File: config.mk
export PLATFORM = sky130hd
export DESIGN_NAME = lpddr_uart_readback
export DESIGN_NICKNAME = d
export VERILOG_FILES = /design/src/rtl/lpddr_pkg.sv /design/src/rtl/lpddr_uart_readback_word_serializer.sv /design/src/rtl/lpddr_uart_readback.sv
export SDC_FILE = /design/constraint.sdc
export NUM_CORES = 1
export LEC_CHECK = 0
export BUFFER_PORTS_ARGS = -buffer_cell sky130_fd_sc_hd__buf_2
export CAP_MARGIN = 20
export CORE_ASPECT_RATIO = 0.7
export CORE_MARGIN = 4
export CORE_UTILIZATION = 40
export CTS_BUF_LIST = sky130_fd_sc_hd__clkbuf_2 sky130_fd_sc_hd__clkbuf_4 sky130_fd_sc_hd__clkbuf_8
export DETAILED_ROUTE_END_ITERATION = 6
export PLACE_DENSITY = 0.71
export SLEW_MARGIN = 20
export SYNTH_ARGS = -nofsm -noshare
export SYNTH_HDL_FRONTEND = slang
export SYNTH_SLANG_ARGS = --single-unit
File: constraint.sdc
create_clock -name clk -period 2.4 [get_ports clk]
set_input_delay 0.24 -clock clk [delete_from_list [all_inputs] [get_ports clk]]
set_output_delay 0.24 -clock clk [all_outputs]
set_load 0.005 [all_outputs]
File: src/rtl/lpddr_pkg.sv
// Shared MCB command encodings, UART framing bytes and FSM state types
// for the LPDDR-to-UART readback path.
package lpddr_pkg;

  localparam logic [2:0] MCB_CMD_WRITE    = 3'b000;
  localparam logic [2:0] MCB_CMD_READ     = 3'b001;
  localparam logic [2:0] MCB_CMD_WRITE_AP = 3'b010;
  localparam logic [2:0] MCB_CMD_READ_AP  = 3'b011;
  localparam logic [2:0] MCB_CMD_REFRESH  = 3'b100;

  localparam logic [7:0] FRAME_HDR = 8'd1;
  localparam logic [7:0] FRAME_TRL = 8'd98;

  typedef enum logic [3:0] {
    ST_IDLE,
    ST_CMD,
    ST_WAIT_DATA,
    ST_POP,
    ST_SEND,
    ST_WAIT_TX,
    ST_NEXT,
    ST_HDR,
    ST_TRL
  } rb_state_t;

  typedef enum logic {
    SER_IDLE,
    SER_WAIT
  } ser_state_t;

endpackage

File: src/rtl/lpddr_uart_readback_word_serializer.sv
// Loads one 32-bit word and emits its bytes LSB-first over the uart_tx
// tx_start/tx_done_tick handshake; last_idx_i selects 1..4 bytes.
module word_serializer
  import lpddr_pkg::*;
(
  input  logic        clk_i,
  input  logic        reset_i,
  input  logic        abort_i,
  input  logic        load_i,
  input  logic [31:0] data_i,
  input  logic [1:0]  last_idx_i,
  input  logic        tx_done_tick_i,
  output logic [7:0]  tx_data_o,
  output logic        tx_start_o,
  output logic        done_o
);

  ser_state_t  state_q;
  logic [31:0] shift_q;
  logic [1:0]  idx_q;
  logic [1:0]  last_q;
  logic [7:0]  tx_data_q;
  logic        tx_start_q;
  logic        done_q;

  always_ff @(posedge clk_i) begin
    if (reset_i) begin
      state_q    <= SER_IDLE;
      shift_q    <= '0;
      idx_q      <= '0;
      last_q     <= '0;
      tx_data_q  <= '0;
      tx_start_q <= 1'b0;
      done_q     <= 1'b0;
    end else begin
      tx_start_q <= 1'b0;
      done_q     <= 1'b0;
      if (abort_i) begin
        state_q <= SER_IDLE;
      end else begin
        unique case (state_q)
          SER_IDLE: if (load_i) begin
            shift_q    <= data_i;
            idx_q      <= '0;
            last_q     <= last_idx_i;
            tx_data_q  <= data_i[7:0];
            tx_start_q <= 1'b1;
            state_q    <= SER_WAIT;
          end
          // A tick coinciding with our own tx_start cannot belong to this byte.
          SER_WAIT: if (tx_done_tick_i && !tx_start_q) begin
            if (idx_q == last_q) begin
              done_q  <= 1'b1;
              state_q <= SER_IDLE;
            end else begin
              idx_q      <= 2'(idx_q + 2'd1);
              shift_q    <= shift_q >> 8;
              tx_data_q  <= shift_q[15:8];
              tx_start_q <= 1'b1;
            end
          end
          default: state_q <= SER_IDLE;
        endcase
      end
    end
  end

  assign tx_data_o  = tx_data_q;
  assign tx_start_o = tx_start_q;
  assign done_o     = done_q;

endmodule

File: src/rtl/lpddr_uart_readback.sv
// Issues MCB read commands for a block of words and streams them to uart_tx.
// Optional framing bytes around the dump: define READBACK_FRAMING_EN.
module lpddr_uart_readback
  import lpddr_pkg::*;
#(
  parameter int unsigned BURST_LEN = 32,
  parameter int unsigned CNT_W     = 16
) (
  input  logic             clk,
  input  logic             reset,
  input  logic             start,
  input  logic [29:0]      base_addr,
  input  logic [CNT_W-1:0] word_count,
  output logic             busy,
  output logic             done,
  output logic             error,
  output logic             cmd_clk,
  output logic             cmd_en,
  output logic [2:0]       cmd_instr,
  output logic [5:0]       cmd_bl,
  output logic [29:0]      cmd_byte_addr,
  input  logic             cmd_full,
  input  logic             cmd_empty,
  output logic             rd_clk,
  output logic             rd_en,
  input  logic [31:0]      rd_data,
  input  logic             rd_empty,
  input  logic [6:0]       rd_count,
  input  logic             rd_overflow,
  input  logic             rd_error,
  output logic [7:0]       tx_data_in,
  output logic             tx_start,
  input  logic             tx_done_tick
);

  localparam logic [CNT_W-1:0] BURST_MAX = CNT_W'(BURST_LEN);

  rb_state_t        state_q;
  logic [29:0]      addr_q;
  logic [CNT_W-1:0] remaining_q;
  logic [6:0]       burst_q;
  logic [6:0]       burst_left_q;
  logic [6:0]       burst_d;
  logic             busy_q, done_q, error_q;
  logic             cmd_en_q, rd_en_q, ser_load_q;
  logic [5:0]       cmd_bl_q;
  logic [29:0]      cmd_addr_q;
  logic             err_in, fault, ser_done;
  logic [31:0]      ser_data;
  logic [1:0]       ser_last;
  logic             unused_inputs;

  assign unused_inputs = ^{cmd_empty, rd_count};

  always_comb begin
    burst_d = (remaining_q > BURST_MAX) ? 7'(BURST_LEN) : 7'(remaining_q);
  end

  assign err_in = (state_q != ST_IDLE) && (rd_overflow || rd_error);
`ifdef READBACK_FRAMING_EN
  // The trailer is still owed after an abort, so a fault cannot re-abort it.
  assign fault = err_in && (state_q != ST_TRL);
`else
  assign fault = err_in;
`endif

  always_comb begin
    ser_data = rd_data;
    ser_last = 2'd3;
`ifdef READBACK_FRAMING_EN
    if (state_q == ST_HDR) begin
      ser_data = {24'd0, FRAME_HDR};
      ser_last = 2'd0;
    end else if (state_q == ST_TRL) begin
      ser_data = {24'd0, FRAME_TRL};
      ser_last = 2'd0;
    end
`endif
  end

  always_ff @(posedge clk) begin
    if (reset) begin
      state_q      <= ST_IDLE;
      addr_q       <= '0;
      remaining_q  <= '0;
      burst_q      <= '0;
      burst_left_q <= '0;
      busy_q       <= 1'b0;
      done_q       <= 1'b0;
      error_q      <= 1'b0;
      cmd_en_q     <= 1'b0;
      cmd_bl_q     <= '0;
      cmd_addr_q   <= '0;
      rd_en_q      <= 1'b0;
      ser_load_q   <= 1'b0;
    end else begin
      cmd_en_q   <= 1'b0;
      rd_en_q    <= 1'b0;
      done_q     <= 1'b0;
      ser_load_q <= 1'b0;
      if (err_in) error_q <= 1'b1;
      if (fault) begin
`ifdef READBACK_FRAMING_EN
        state_q    <= ST_TRL;
        ser_load_q <= 1'b1;
`else
        state_q <= ST_IDLE;
        busy_q  <= 1'b0;
        done_q  <= 1'b1;
`endif
      end else begin
        unique case (state_q)
          ST_IDLE: if (start) begin
            addr_q      <= {base_addr[29:2], 2'b00};
            remaining_q <= word_count;
            error_q     <= 1'b0;
            if (word_count == '0) begin
              done_q <= 1'b1;
            end else begin
              busy_q <= 1'b1;
`ifdef READBACK_FRAMING_EN
              state_q    <= ST_HDR;
              ser_load_q <= 1'b1;
`else
              state_q <= ST_CMD;
`endif
            end
          end
          ST_CMD: if (!cmd_full) begin
            cmd_en_q     <= 1'b1;
            cmd_bl_q     <= 6'(burst_d - 7'd1);
            cmd_addr_q   <= addr_q;
            burst_q      <= burst_d;
            burst_left_q <= burst_d;
            state_q      <= ST_WAIT_DATA;
          end
          // Serializer load is aligned with the pop so it samples the FWFT head.
          ST_WAIT_DATA: if (!rd_empty) begin
            rd_en_q    <= 1'b1;
            ser_load_q <= 1'b1;
            state_q    <= ST_POP;
          end
          ST_POP:     state_q <= ST_SEND;
          ST_SEND:    state_q <= ST_WAIT_TX;
          ST_WAIT_TX: if (ser_done) state_q <= ST_NEXT;
          ST_NEXT: begin
            burst_left_q <= burst_left_q - 7'd1;
            remaining_q  <= remaining_q - 1'b1;
            if (burst_left_q == 7'd1) begin
              addr_q <= addr_q + {21'd0, burst_q, 2'b00};
              if (remaining_q == CNT_W'(1)) begin
`ifdef READBACK_FRAMING_EN
                state_q    <= ST_TRL;
                ser_load_q <= 1'b1;
`else
                state_q <= ST_IDLE;
                busy_q  <= 1'b0;
                done_q  <= 1'b1;
`endif
              end else begin
                state_q <= ST_CMD;
              end
            end else begin
              state_q <= ST_WAIT_DATA;
            end
          end
`ifdef READBACK_FRAMING_EN
          ST_HDR: if (ser_done) state_q <= ST_CMD;
          ST_TRL: if (ser_done) begin
            state_q <= ST_IDLE;
            busy_q  <= 1'b0;
            done_q  <= 1'b1;
          end
`endif
          default: state_q <= ST_IDLE;
        endcase
      end
    end
  end

  word_serializer u_ser (
    .clk_i          (clk),
    .reset_i        (reset),
    .abort_i        (fault),
    .load_i         (ser_load_q),
    .data_i         (ser_data),
    .last_idx_i     (ser_last),
    .tx_done_tick_i (tx_done_tick),
    .tx_data_o      (tx_data_in),
    .tx_start_o     (tx_start),
    .done_o         (ser_done)
  );

  assign cmd_clk       = clk;
  assign rd_clk        = clk;
  assign busy          = busy_q;
  assign done          = done_q;
  assign error         = error_q;
  assign cmd_en        = cmd_en_q;
  assign cmd_instr     = MCB_CMD_READ;
  assign cmd_bl        = cmd_bl_q;
  assign cmd_byte_addr = cmd_addr_q;
  assign rd_en         = rd_en_q;

endmodule
==> reports/qor.yml, run 1 <==
ir_drop_mv: 0.3106
crit_arrival_ps: 2880
drc_errors: 0
ys_ff_latch: 138
reg2regPathDepth: 10
insertion_delay_ps: 560
synth_mux_area_share_pct: 4.046
r2r_end: "cmd_bl[4]$_SDFFE_PP0P_"
pwr-share-seq_pct: 39.2
intPower_mw: 4.786
tightestPinTransition_ps: 625.1
mostFrequentLayoutCells: "dfxtp_1, buf_2, nand2_1"
drv_cap: 0
start_kind: "flip-flop"
ys.flop_type: "dfxtp_1"
hpwl_um: 13570
ys_seq_area_share_pct: 39.53
num_rows: 40
holdCritStartpoint: "rd_data[12]"
stdcell_area_sq_um: 8750
area_growth_pct: 25.19
synth_top_cell_area_share_pct: 39.53
yosysWarnings: 0
yosysTopAreaCell: "dfxtp_1"
antenna_cells: 0
syn_avg_cell_area_sq_um: 8.099
synth_cells: 863
critPathKind: "reg -> reg"
r2r-start: "remaining_q[0]$_SDFFE_PP0P_"
synth_xor_area_share_pct: 1.003
drv_slew: 0
dp_slack_ps: 40.47
place_congestion: 0.8290
drt-initial-drc-count: 535
viasPerCell: 5.418
start_util_pct: 40.71
power_frac_clock_pct: 34.3
grt_pass1_vias: 6248
grt_pass1_wl_um: 31990
async_flop_share_pct: 0
nNetsFinal: 1121
post-route-period-util_pct: 99.61
combPwrFrac_pct: 26.5
switching_share_pct: 33.49
wl_per_cell_um: 15.66
grt_max_degree: 115
overflow: 0
placed_cell_area_sq_um: 7953
vias: 6811
layout_commonest_cell: "dfxtp_1"
skew_ps: 12.61
numPortBuffers: 133
first_pass_iters: 5
ioPinCount: 149
synth_top_family_by_area: "compound AO/OA/AOI/OAI gates"
max-slew-margin-rel_pct: 58.33
synth-edff-count: 0
antenna_found_initial: 0
cts_tree: "yes"
power_density_nw_per_um2: 822.3
fin_crit_ps: 2391
synth-compound-area-share_pct: 24.11
whs_path_depth: 3
drive_gt1_share_pct: 23.10
synthTopCellsByArea: "dfxtp_1, nand2_1, a21oi_1"
synth_fa_ha_area_share_pct: 2.614
synth-simple-area-share_pct: 22.77
die_w_um: 166.0
drt.antenna.violating_nets: 0
power_switching_mw: 2.410
netlist_area_sq_um: 6989
setup_viol: 0
rsz0062_at_grt: "yes"
setup_tns_ps: 0
path_max_fanout: 4
fmax_ghz: 0.4183
clk_pin_slew_ps: 90
hold_violations: 0
r2r_slack_ps: 9
synth.distinct_cells: 75
hold_end: "u_ser.shift_q[12]$_SDFFE_PP0P_"
die_h_um: 118.6
die_area_sq_um: 19690
outcome: "complete, no violations"
hold_class: "in -> reg"
leakage_nw: 3.393
postLayoutSetupSlackWorst_ps: 9.339
wirelength_um: 19690
worstPathRequired_ps: 2890
core_sq_um: 17170
setup.worst_path.end_class: "flip-flop"
track_usage_pct: 19.64
-- area by class of cell --
| cell class | count | area [sq um] |
|---|---|---|
| fillers | 1671 | 8417 |
| multi-input cells | 639 | 3869 |
| flip-flops and latches | 138 | 2768 |
| repair buffers | 197 | 1236 |
| clock buffers | 24 | 312.8 |
| well taps | 231 | 289.0 |
| clock inverters | 14 | 217.7 |
| inverters | 14 | 57.56 |
-- timing repair --
| action | in CTS | in global routing |
|---|---|---|
| gates resized for setup | 0 | 9 |
| setup buffers | 0 | 2 |
| endpoints found under the setup margin | 0 | 4 |
| endpoints found under the hold margin | 23 | 0 |
| hold buffers | 23 | 0 |
-- cells by family (layout without fill, tap and decap cells) --
kind of cell    Yosys count  count (layout)
compound gates          254             254
simple gates            330             330
other cells               2               5
mux                      28              28
fa+ha+maj                14              14
buf+inv                  89             249
flops                   138             138
xor+xnor                  8               8
-- flip-flops by register name, summed over array words and instances, names as in the netlist --
name / cells
cmd_en: 1
burst_left_q: 7
busy: 1
state_q: 3
u_ser.tx_start_o: 1
ser_load_q: 1
u_ser.shift_q: 25
addr_q: 28
u_ser.tx_data_o: 7
cmd_bl: 6
burst_q: 7
u_ser.idx_q: 2
remaining_q: 16
cmd_byte_addr: 28
u_ser.state_q: 1
u_ser.last_q: 1
error: 1
u_ser.done_o: 1
done: 1
-- Yosys cell counts, types with 9 or more instances --
master	count
a211oi_1	35
a21oi_1	76
a22o_1	9
a22oi_1	13
a31oi_1	20
buf_4	16
clkbuf_1	48
dfxtp_1	138
ha_1	13
inv_1	14
mux2i_1	26
nand2_1	125
nand3_1	28
nand4_1	15
nor2_1	74
nor3_1	15
o211ai_1	10
o21ai_0	23
o21ai_1	13
or3_1	9
or4_1	12
-- per-stage QoR --
stage               instances  utilization (%)  power (mW)  hold WS [ps]
floorplan                 866                -       4.139         320.8
global placement         1196            46.33       4.708         322.9
detailed placement       1196            46.33       4.735         322.9
CTS                      1255            50.70       7.210        0.5555
global route             1257            50.97       7.616         8.955
finish                   1257            50.97       7.195         19.21
-- worst max-delay path: stages, from the launching register on --
cell and delay [ps]:
dfxtp_4 360, inv_4 50, ha_4 120, or4b_4 470
a2111oi_4 470, nand2_1 110, ha_2 210, nand3_2 50
o21ai_1 60, a211o_1 320, a21oi_2 110
-- power groups by stage --
stage | registers, mW | logic, mW | clock network, mW
after global routing | 2.85 | 2.13 | 2.64
after floorplan | 2.77 | 1.31 | 0.0540
after global placement | 2.85 | 1.82 | 0.0362
after detailed placement | 2.86 | 1.84 | 0.0362
final | 2.82 | 1.91 | 2.47
after CTS | 2.81 | 1.88 | 2.53
-- routing by layer --
layer	global-route usage (%)	wire length, um	part of all wire, %
met4	6.904	402	2.0
met3	4.781	1235	6.3
met5	0	0	0
met2	29.33	8517	43
met1	27.65	9533	48
-- worst max path at each step --
stage | end | cells past startpoint | start | slack [ps]
floorplan | cmd_bl[4]$_SDFFE_PP0P_ | 11 | remaining_q[0]$_SDFFE_PP0P_ | 20
global placement | cmd_bl[4]$_SDFFE_PP0P_ | 10 | remaining_q[0]$_SDFFE_PP0P_ | 80
detailed placement | cmd_bl[4]$_SDFFE_PP0P_ | 10 | remaining_q[0]$_SDFFE_PP0P_ | 40
CTS | cmd_bl[4]$_SDFFE_PP0P_ | 10 | remaining_q[0]$_SDFFE_PP0P_ | 8
global route | cmd_bl[4]$_SDFFE_PP0P_ | 10 | remaining_q[0]$_SDFFE_PP0P_ | -90
finish | cmd_bl[4]$_SDFFE_PP0P_ | 10 | remaining_q[0]$_SDFFE_PP0P_ | 9
Power figures use the tool's default switching activity.
==> run 2, diff against run 1 <==
Settings changed: ABC_AREA set to 1, PLACE_DENSITY 0.71 to 0.7.
Clock period 2.4 ns to 2.05 ns, I/O delays scaled along.
==> run 2 against run 1 <==
- clock skew rose by 3.1 ps
- register-to-register slack better by 160 ps
- global-route usage rose by 1.8 points
- highest routed layer unchanged
==> reports/qor.yml, run 2 <==
drv_slew: 0
wirelength_um: 22280
leakage_nw: 4.399
nNetsFinal: 1460
rsz0062_at_grt: "no"
hold_violations: 0
use_met1_pct: 30.58
path_max_fanout: 7
grt_max_degree: 57
syn_avg_cell_area_sq_um: 6.364
yosysTopAreaCell: "dfxtp_1"
synth-edff-count: 0
num_rows: 41
viasPerCell: 5.044
critPathKind: "reg -> reg"
layout_commonest_cell: "nand2_1"
fmax_ghz: 0.5320
synth_cells: 1171
ir_drop_mv: 0.7780
clk_pin_slew_ps: 90
fill_cells: 1835
yosysWarnings: 0
hpwl_um: 15510
insertion_delay_ps: 570
antenna_cells: 0
drv_cap: 0
yosys-top-cells-count: "nand2_1, nor2_1, dfxtp_1"
overflow: 0
synth.distinct_cells: 38
drt-initial-drc-count: 703
core_sq_um: 18160
die_h_um: 122.2
place_congestion: 0.9796
postLayoutSetupSlackWorst_ps: 170.4
outcome: "complete, no violations"
track_usage_pct: 21.42
netlist_area_sq_um: 7452
layoutNonFillerInstCount: 1601
start_kind: "flip-flop"
start_util_pct: 41.04
mostFrequentLayoutCells: "nand2_1, nor2_1, dfxtp_1"
die_area_sq_um: 20910
async_flop_share_pct: 0
ys_seq_area_share_pct: 37.07
hold_class: "in -> reg"
fin_crit_ps: 1880
setup_tns_ps: 0
ys.flop_type: "dfxtp_1"
synth_top_cell_area_share_pct: 37.07
grt_pass1_vias: 7489
ioPinCount: 149
area_growth_pct: 27.85
grt.met2_usage_pct: 32.79
antenna_found_initial: 0
drive_gt1_share_pct: 17.00
power_density_nw_per_um2: 1144
worstPathRequired_ps: 2550
wl_per_cell_um: 13.92
synthTopCellsByArea: "dfxtp_1, nand2_1, nor2_1"
grt_pass1_wl_um: 36150
placed_cells: 1506
numPortBuffers: 133
multi_input_area_sq_um: 4101
register_area_sq_um: 2764
first_pass_iters: 5
drc_errors: 0
drt.antenna.violating_nets: 0
synth.most_common_cell: "nand2_1"
r2r_slack_ps: 170
die_w_um: 171.1
grt.busiest_layer: "met2"
setup.worst_path.end_class: "flip-flop"
cts_tree: "yes"
ys_ff_latch: 138
post-route-period-util_pct: 91.69
crit_arrival_ps: 2380
dp_slack_ps: 13.13
vias: 8075
use_met3_pct: 5.287
setup_viol: 0
postCtsSetupRepairBufs: 0
skew_ps: 15.72
## run 2: cells by family after synthesis
group	share of synthesized area (%)
other cells	0.1008
xor+xnor	1.528
flops	37.07
compound gates	15.93
buf+inv	8.915
fa+ha+maj	2.451
simple gates	34.00
## run 2: layout make-up
cell class,instances,share of cell area [%]
clock inverters,14,1.944
multi-input cells,881,43.05
clock buffers,24,3.283
well taps,236,3.099
repair buffers,221,16.18
inverters,87,3.441
flip-flops and latches,138,29.01
## run 2: timing repair
item	in CTS	in global routing
gates cloned	0	0
endpoints found under the hold margin	59	0
pin swaps	0	0
resized for setup	1	15
hold buffers	59	0
setup endpoints to repair	1	39
## run 2: per-layer routing
layer | vias up | wire length (um)
li1 | 4115 | -
met1 | 3683 | 10800
met2 | 258 | 9723
met3 | 19 | 1544
met4 | 0 | 213
met5 | - | 0
## run 2: worst paths after layout
check                            end                    start  cells after the start
min reg2reg  burst_q[6]$_SDFFE_PP0P_  burst_q[6]$_SDFFE_PP0P_                      2
min           addr_q[9]$_SDFFE_PP0P_             base_addr[9]                      5
max reg2reg  addr_q[16]$_SDFFE_PP0P_   addr_q[2]$_SDFFE_PP0P_                     10
max          addr_q[16]$_SDFFE_PP0P_   addr_q[2]$_SDFFE_PP0P_                     10
## run 2: per-stage QoR
step                hold slack, ps  total power, mW  cell area (sq um)  utilization, %
finish                       24.46            10.90               9528           52.47
floorplan                    283.5            6.703               7463               -
global route                 8.819            11.77               9528           52.47
CTS                         0.4058            10.85               9467           52.13
detailed placement           287.9            8.058               8383           46.16
global placement             287.9            7.940               8383           46.16
## run 2: critical path: stages (launching register included)
cell and delay (ps):
dfxtp_1 330, ha_1 250, fa_2 370, buf_4 160, nand3_1 90, nand3_2 190, nand2_1 110, nand2_1 50
nand2_1 60, nand2_1 60, a21oi_1 160
## run 2: report_power, final
| group | total [mW] | switching (mW) | internal [mW] | leakage, nW |
|---|---|---|---|---|
| Sequential | 3.85 | 0.549 | 3.30 | 1.12 |
| Clock | 2.70 | 1.25 | 1.46 | 0.252 |
| Combinational | 4.35 | 2.66 | 1.69 | 3.02 |
